<file path="src/rtl/rv_decode_stage.sv">
// rtl/rv_decode_stage.sv - RISC-V decode/operand-fetch stage with 32x32 register file
// Optional writeback forwarding into the operand read path: define RV_DEC_BYPASS_EN.
module rv_decode_stage #(
   parameter int              XLEN         = 32,
   parameter logic [XLEN-1:0] RESET_PC_VAL = '0
) (
   input  logic            clk,
   input  logic            rst_n,
   input  logic            flush,
   input  logic            in_valid,
   output logic            in_ready,
   input  logic [31:0]     in_inst,
   input  logic [XLEN-1:0] in_pc,
   input  logic            wb_en,
   input  logic [4:0]      wb_rd,
   input  logic [XLEN-1:0] wb_data,
   output logic            out_valid,
   input  logic            out_ready,
   output logic [6:0]      opcode,
   output logic [2:0]      funct3,
   output logic [6:0]      funct7,
   output logic [XLEN-1:0] Op1,
   output logic [XLEN-1:0] Op2,
   output logic [XLEN-1:0] out_imm,
   output logic [XLEN-1:0] out_rs1_val,
   output logic [XLEN-1:0] out_rs2_val,
   output logic [4:0]      out_rd,
   output logic [XLEN-1:0] out_pc,
   output logic            out_illegal
);

   localparam logic [6:0] OPC_LUI    = 7'b0110111;
   localparam logic [6:0] OPC_AUIPC  = 7'b0010111;
   localparam logic [6:0] OPC_OP_IMM = 7'b0010011;
   localparam logic [6:0] OPC_OP     = 7'b0110011;
   localparam logic [6:0] OPC_LOAD   = 7'b0000011;
   localparam logic [6:0] OPC_STORE  = 7'b0100011;
   localparam logic [6:0] OPC_BRANCH = 7'b1100011;
   localparam logic [6:0] OPC_JAL    = 7'b1101111;
   localparam logic [6:0] OPC_JALR   = 7'b1100111;

   logic [4:0]      rs1_addr;
   logic [4:0]      rs2_addr;
   logic            accept;
   logic            take;
   logic            rf_we;

   logic [XLEN-1:0] rf_q [32];
   logic [XLEN-1:0] rf_d [32];

   logic [XLEN-1:0] rs1_val;
   logic [XLEN-1:0] rs2_val;
   logic [XLEN-1:0] imm_i;
   logic [XLEN-1:0] imm_s;
   logic [XLEN-1:0] imm_b;
   logic [XLEN-1:0] imm_u;
   logic [XLEN-1:0] imm_j;
   logic [XLEN-1:0] dec_op1;
   logic [XLEN-1:0] dec_op2;
   logic [XLEN-1:0] dec_imm;
   logic            dec_illegal;

   logic            valid_q,   valid_d;
   logic [6:0]      opcode_q,  opcode_d;
   logic [2:0]      funct3_q,  funct3_d;
   logic [6:0]      funct7_q,  funct7_d;
   logic [XLEN-1:0] op1_q,     op1_d;
   logic [XLEN-1:0] op2_q,     op2_d;
   logic [XLEN-1:0] imm_q,     imm_d;
   logic [XLEN-1:0] rs1_val_q, rs1_val_d;
   logic [XLEN-1:0] rs2_val_q, rs2_val_d;
   logic [4:0]      rd_q,      rd_d;
   logic [XLEN-1:0] pc_q,      pc_d;
   logic            illegal_q, illegal_d;

   assign rs1_addr = in_inst[19:15];
   assign rs2_addr = in_inst[24:20];

   // The stage can take a new instruction whenever its output slot is empty or draining.
   assign in_ready = !valid_q || out_ready;
   assign accept   = in_valid && in_ready;
   // A redirect drops whatever is being offered in the same cycle.
   assign take     = accept && !flush;
   assign rf_we    = wb_en && (wb_rd != 5'd0);

   // Register-file next state: single writeback port, x0 never written.
   always_comb begin
      for (int i = 0; i < 32; i++) begin
         rf_d[i] = rf_q[i];
      end
      if (rf_we) begin
         rf_d[wb_rd] = wb_data;
      end
   end

   // Register-file storage, cleared by reset.
   always_ff @(posedge clk) begin
      if (!rst_n) begin
         for (int i = 0; i < 32; i++) begin
            rf_q[i] <= '0;
         end
      end else begin
         for (int i = 0; i < 32; i++) begin
            rf_q[i] <= rf_d[i];
         end
      end
   end

   // Combinational operand read; x0 is hard-wired to zero.
   always_comb begin
      rs1_val = (rs1_addr == 5'd0) ? '0 : rf_q[rs1_addr];
      rs2_val = (rs2_addr == 5'd0) ? '0 : rf_q[rs2_addr];
`ifdef RV_DEC_BYPASS_EN
      if (rf_we && (wb_rd == rs1_addr)) begin
         rs1_val = wb_data;
      end
      if (rf_we && (wb_rd == rs2_addr)) begin
         rs2_val = wb_data;
      end
`endif
   end

   // Immediate formats, all sign-extended from inst[31].
   always_comb begin
      imm_i = XLEN'($signed(in_inst[31:20]));
      imm_s = XLEN'($signed({in_inst[31:25], in_inst[11:7]}));
      imm_b = XLEN'($signed({in_inst[31], in_inst[7], in_inst[30:25], in_inst[11:8], 1'b0}));
      imm_u = XLEN'($signed({in_inst[31:12], 12'b0}));
      imm_j = XLEN'($signed({in_inst[31], in_inst[19:12], in_inst[20], in_inst[30:21], 1'b0}));
   end

   // Operand and immediate selection by major opcode; unknown opcodes pass through zeroed.
   always_comb begin
      dec_op1     = '0;
      dec_op2     = '0;
      dec_imm     = '0;
      dec_illegal = 1'b0;
      case (in_inst[6:0])
         OPC_LUI: begin
            dec_op2 = imm_u;
            dec_imm = imm_u;
         end
         OPC_AUIPC: begin
            dec_op1 = in_pc;
            dec_op2 = imm_u;
            dec_imm = imm_u;
         end
         OPC_OP_IMM, OPC_LOAD: begin
            dec_op1 = rs1_val;
            dec_op2 = imm_i;
            dec_imm = imm_i;
         end
         OPC_OP: begin
            dec_op1 = rs1_val;
            dec_op2 = rs2_val;
            dec_imm = imm_i;
         end
         OPC_STORE: begin
            dec_op1 = rs1_val;
            dec_op2 = imm_s;
            dec_imm = imm_s;
         end
         OPC_BRANCH: begin
            dec_op1 = rs1_val;
            dec_op2 = rs2_val;
            dec_imm = imm_b;
         end
         OPC_JAL: begin
            dec_op1 = in_pc;
            dec_op2 = XLEN'(4);
            dec_imm = imm_j;
         end
         OPC_JALR: begin
            dec_op1 = in_pc;
            dec_op2 = XLEN'(4);
            dec_imm = imm_i;
         end
         default: begin
            dec_illegal = 1'b1;
         end
      endcase
   end

   // Output register next state: load on take, otherwise hold so a stall keeps outputs stable.
   always_comb begin
      valid_d   = valid_q;
      opcode_d  = opcode_q;
      funct3_d  = funct3_q;
      funct7_d  = funct7_q;
      op1_d     = op1_q;
      op2_d     = op2_q;
      imm_d     = imm_q;
      rs1_val_d = rs1_val_q;
      rs2_val_d = rs2_val_q;
      rd_d      = rd_q;
      pc_d      = pc_q;
      illegal_d = illegal_q;

      if (flush) begin
         valid_d = 1'b0;
      end else if (take) begin
         valid_d = 1'b1;
      end else if (out_ready) begin
         valid_d = 1'b0;
      end

      if (take) begin
         opcode_d  = in_inst[6:0];
         funct3_d  = in_inst[14:12];
         funct7_d  = in_inst[31:25];
         op1_d     = dec_op1;
         op2_d     = dec_op2;
         imm_d     = dec_imm;
         rs1_val_d = rs1_val;
         rs2_val_d = rs2_val;
         rd_d      = in_inst[11:7];
         pc_d      = in_pc;
         illegal_d = dec_illegal;
      end
   end

   // Output pipeline register.
   always_ff @(posedge clk) begin
      if (!rst_n) begin
         valid_q   <= 1'b0;
         opcode_q  <= '0;
         funct3_q  <= '0;
         funct7_q  <= '0;
         op1_q     <= '0;
         op2_q     <= '0;
         imm_q     <= '0;
         rs1_val_q <= '0;
         rs2_val_q <= '0;
         rd_q      <= '0;
         pc_q      <= RESET_PC_VAL;
         illegal_q <= 1'b0;
      end else begin
         valid_q   <= valid_d;
         opcode_q  <= opcode_d;
         funct3_q  <= funct3_d;
         funct7_q  <= funct7_d;
         op1_q     <= op1_d;
         op2_q     <= op2_d;
         imm_q     <= imm_d;
         rs1_val_q <= rs1_val_d;
         rs2_val_q <= rs2_val_d;
         rd_q      <= rd_d;
         pc_q      <= pc_d;
         illegal_q <= illegal_d;
      end
   end

   assign out_valid   = valid_q;
   assign opcode      = opcode_q;
   assign funct3      = funct3_q;
   assign funct7      = funct7_q;
   assign Op1         = op1_q;
   assign Op2         = op2_q;
   assign out_imm     = imm_q;
   assign out_rs1_val = rs1_val_q;
   assign out_rs2_val = rs2_val_q;
   assign out_rd      = rd_q;
   assign out_pc      = pc_q;
   assign out_illegal = illegal_q;

endmodule
</file>
<file path="config.mk">
export PLATFORM = sky130hd
export DESIGN_NAME = rv_decode_stage
export DESIGN_NICKNAME = d
export VERILOG_FILES = /design/src/rtl/rv_decode_stage.sv
export SDC_FILE = /design/constraint.sdc
export NUM_CORES = 2
export LEC_CHECK = 0
export CAP_MARGIN = 20
export CORE_MARGIN = 4
export CORE_UTILIZATION = 30
export DETAILED_ROUTE_END_ITERATION = 8
export GPL_TIMING_DRIVEN = 0
export PLACE_DENSITY = 0.45
export SKIP_LAST_GASP = 1
export SYNTH_ARGS = -nofsm -noshare
export SYNTH_HDL_FRONTEND = slang
export SYNTH_SLANG_ARGS = --single-unit
</file>
<file path="constraint.sdc">
create_clock -name clk -period 3.7 [get_ports clk]
set_input_delay 0.74 -clock clk [delete_from_list [all_inputs] [get_ports clk]]
set_output_delay 0.74 -clock clk [all_outputs]
set_load 0.05 [all_outputs]
</file>
==> impl_metrics.toml <==
[clocking]
root_buffer = "clkbuf_16"
cts_sinks = 1240
cts.hold.buffers_added = 0
htree_levels = 4
path_clk_slew_ns = 0.05
cts_made_buffers = 151
clkLatencyLatePin_ns = 0.82
clockBufferDepth = 3
cts_tree = "built"

[floorplan]
row_count = 166
ios = 324
core_um2 = 204800
start_util = 0.3021
die_x_um = 462.1
die_h_um = 462.1
die_area_um2 = 213500

[timing]
finalHoldViolations = 0
setup_viol_count_final = 27
tns_ns = -2.034
finalCriticalPeriod_ns = 3.881
skew_ns = 0.02725
setup_slack_ns = -0.1809
worst_pin_slew_ns = 1.328
finalCritPeriodShare = 1.049
slew_viol_final = 0
rsz0062_at_grt = "no"
max_slew_margin = 0.1076
max_freq_ghz = 0.2577

[worst_setup_path]
worstPathRequired_ns = 4.41
crit_chain = "clkdlybuf4s50_1 > clkbuf_1 > buf_8 > clkbuf_2 > o221ai_1 > a211oi_2 > a21o_1 > o21ai_1 > and3b_1"
cp_max_fo = 10
critPathTopFamily = "buffers and inverters"
cp-start-kind = "primary input"
setup.worst_path.end_class = "flip-flop"
cp_slowest_cell = "clkdlybuf4s50_1"
cpPeakStageDelay_ns = 0.80
critPathKind = "primary input to flip-flop"
cp_num_buf_inv = 4
crit_arrival_ns = 4.59

[cells_and_area]
drive_gt1_frac = 0.1103
syn2layout_area_growth_pct = 20.25
stdcell_count = 10290
final_nets = 7583

[hold_path]
hold_path.class = "primary input to flip-flop"

[logic_synthesis]
synth_area_per_cell_um2 = 8.898
synthMuxAreaShare = 0.1772
yosys.area_share.adder = 0
yosysWarnings = 0
synth_top_area_share = 0.4013
syn-instance-count = 6952
syn_nets = 7059
synth_area_leaders = "dfxtp_1, nand2_1, mux4_2"
ys_ff_latch = 1240
synth_area_um2 = 61860
synth_compound_area_frac = 0.2021
synthFlopType = "dfxtp_1"
yosysTopAreaCell = "dfxtp_1"
synth_edf_count = 0
synth-simple-area-share = 0.1692
synth_top_family_by_area = "compound AO/OA/AOI/OAI gates"
ys_seq_area_frac = 0.4013
yosysUniqueCellTypes = 60
synthXorXnorAreaFrac = 0.0001416
async_reset_ff_frac = 0

[detailed_routing]
wl_um = 357700
wire_per_inst_um = 34.75
final_antenna_net_count = 0
dr.pass1.iters = 6
drc = 0
vias = 59630
avgViaCountPerCell = 5.793
drtIter0Drc = 7840

[status]
status = "finished, violations left"
violations = "negative setup slack"

[placed_design]
dpl.cell_count = 10010
hpwl_um = 277700
gp_congestion = 1.018
io_buffers = 314

[power]
power_w = 0.03313
worst_ir_drop_vdd_uv = 501.1
power_density_nw_per_um2 = 445.4
leakagePower_nw = 24.86

[global_route]
grt_pass1_wl_um = 476000
gr-total-overflow = 0
antenna_found_initial = 41
grt_max_degree = 20
grt_usage = 0.3244
grt_pass1_vias = 56110

[flow_run]
cap_violations = 0
cell families (layout without fill, tap and decap cells):
| family | Yosys count | count (layout) |
|---|---|---|
| flip-flops | 1240 | 1240 |
| XOR/XNOR | 1 | 1 |
| buffers and inverters | 687 | 1315 |
| other | 0 | 25 |
| AO/OA/AOI/OAI | 1710 | 1710 |
| AND/OR/NAND/NOR | 2600 | 2600 |
| multiplexers | 714 | 714 |
cell usage in the layout, fill, tap and decap left out, drive strengths merged, types with 10 or more instances in the layout:
| cell | Yosys | routed |
|---|---|---|
| clkdlybuf4s50 | 0 | 312 |
| nor4 | 26 | 26 |
| and2 | 40 | 40 |
| nand2 | 2255 | 2255 |
| a21boi | 1053 | 1053 |
| dfxtp | 1240 | 1240 |
| a21oi | 47 | 47 |
| inv | 2 | 10 |
| a221oi | 14 | 14 |
| buf | 166 | 214 |
| o221ai | 15 | 15 |
| a21o | 16 | 16 |
| nor2b | 25 | 25 |
| a22o | 68 | 68 |
| nor3 | 22 | 22 |
| or3 | 10 | 10 |
| o21ai | 96 | 96 |
| nor2 | 36 | 36 |
| clkinv | 0 | 18 |
| nand2b | 14 | 14 |
| mux4 | 305 | 305 |
| mux2i | 408 | 408 |
| a22oi | 217 | 217 |
| and3b | 12 | 12 |
| a211oi | 42 | 42 |
| diode | 0 | 25 |
| nand4 | 18 | 18 |
| clkbuf | 519 | 743 |
| o22ai | 111 | 111 |
| nand3 | 118 | 118 |
worst min-delay path: cells and delay by family:
| family | cells | cell delay (ns) |
|---|---|---|
| buffers and inverters | 1 | 0.17 |
| AOI/OAI and AO/OA | 1 | 0.07 |
| and+or+nand+nor | 1 | 0.08 |
timing repair:
item                                    4_1_cts  5_1_grt
resized for setup                            50       14
endpoints found under the hold margin         0        0
pin swaps                                     3        1
setup buffers                                 3        1
endpoints found under the setup margin      121       14
state kept, by name, summed over array words and instances (netlist names):
name and count:
rf_q 1024, out_pc 32, out_rd 5, out_illegal 1, funct7 7, out_valid 1, Op2 32, opcode 7
Op1 32, out_rs2_val 32, funct3 3, out_rs1_val 32, out_imm 32
cell type report:
| class | instances | area, um2 |
|---|---|---|
| clock buffer | 221 | 4414 |
| sequential | 1240 | 24820 |
| antenna | 25 | 62.56 |
| multi-input combinational | 5025 | 34220 |
| timing repair buffer | 374 | 3884 |
| tap | 2688 | 3363 |
| fill | 21090 | 130400 |
| clock inverter | 36 | 471.7 |
| inverter | 2 | 7.507 |
| buffer | 682 | 3141 |
metrics by stage:
step | cell area (um2) | setup slack (ns) | util | hold WS, ns
global placement | 68360 | -2.591 | 0.3338 | 0.4344
floorplan | 61860 | 1.162 | - | 0.4416
CTS | 74240 | 0.01767 | 0.3625 | 0.2444
finish | 74380 | -0.1809 | 0.3632 | 0.2992
detailed placement | 69180 | -2.069 | 0.3378 | 0.4417
global route | 74330 | 0.02466 | 0.3629 | 0.3125
where the power goes:
| group | internal (W) | total [W] | switching [W] |
|---|---|---|---|
| registers | 0.0135 | 0.0136 | 0.000117 |
| logic | 0.00117 | 0.00423 | 0.00306 |
| clock network | 0.00886 | 0.0153 | 0.00641 |
| total | 0.0235 | 0.0331 | 0.00959 |
routing by layer:
layer	routed length, um	share of wire	GRT usage	vias up
met4	28390	0.079	0.2167	14
met5	82	0.00023	0	-
met3	38940	0.11	0.08682	818
li1	-	-	-	25430
met2	148000	0.41	0.4739	3575
met1	142300	0.40	0.4186	29790
final timing paths:
kind	from	slack (ns)	to	cells past startpoint
max reg2reg	out_valid	0.83	out_imm[8]	7
min reg2reg	out_rs2_val[5]	0.45	out_rs2_val[5]	2
max	in_inst[24]	-0.18	Op2[26]	9
min	in_inst[2]	0.30	opcode[2]	3
cells in the mapped netlist, drive strengths merged, types with 3 or more instances:
| library cell | n |
|---|---|
| and2 | 40 |
| a211oi | 42 |
| buf | 166 |
| nand3b | 4 |
| a21o | 16 |
| nand3 | 118 |
| o21ai | 96 |
| mux4 | 305 |
| and3b | 12 |
| a31oi | 8 |
| nor4 | 26 |
| dfxtp | 1240 |
| nor3 | 22 |
| o22ai | 111 |
| a21oi | 47 |
| nand2b | 14 |
| o221ai | 15 |
| o22a | 3 |
| nor2b | 25 |
| nor2 | 36 |
| or2 | 5 |
| a22oi | 217 |
| nand2 | 2255 |
| a211o | 3 |
| a221oi | 14 |
| a22o | 68 |
| and3 | 8 |
| nand4 | 18 |
| mux2i | 408 |
| a2111oi | 8 |
| or3 | 10 |
| clkbuf | 519 |
| o31ai | 3 |
| a21boi | 1053 |
| or3b | 3 |
No activity file was read; power rests on OpenSTA's default activity.
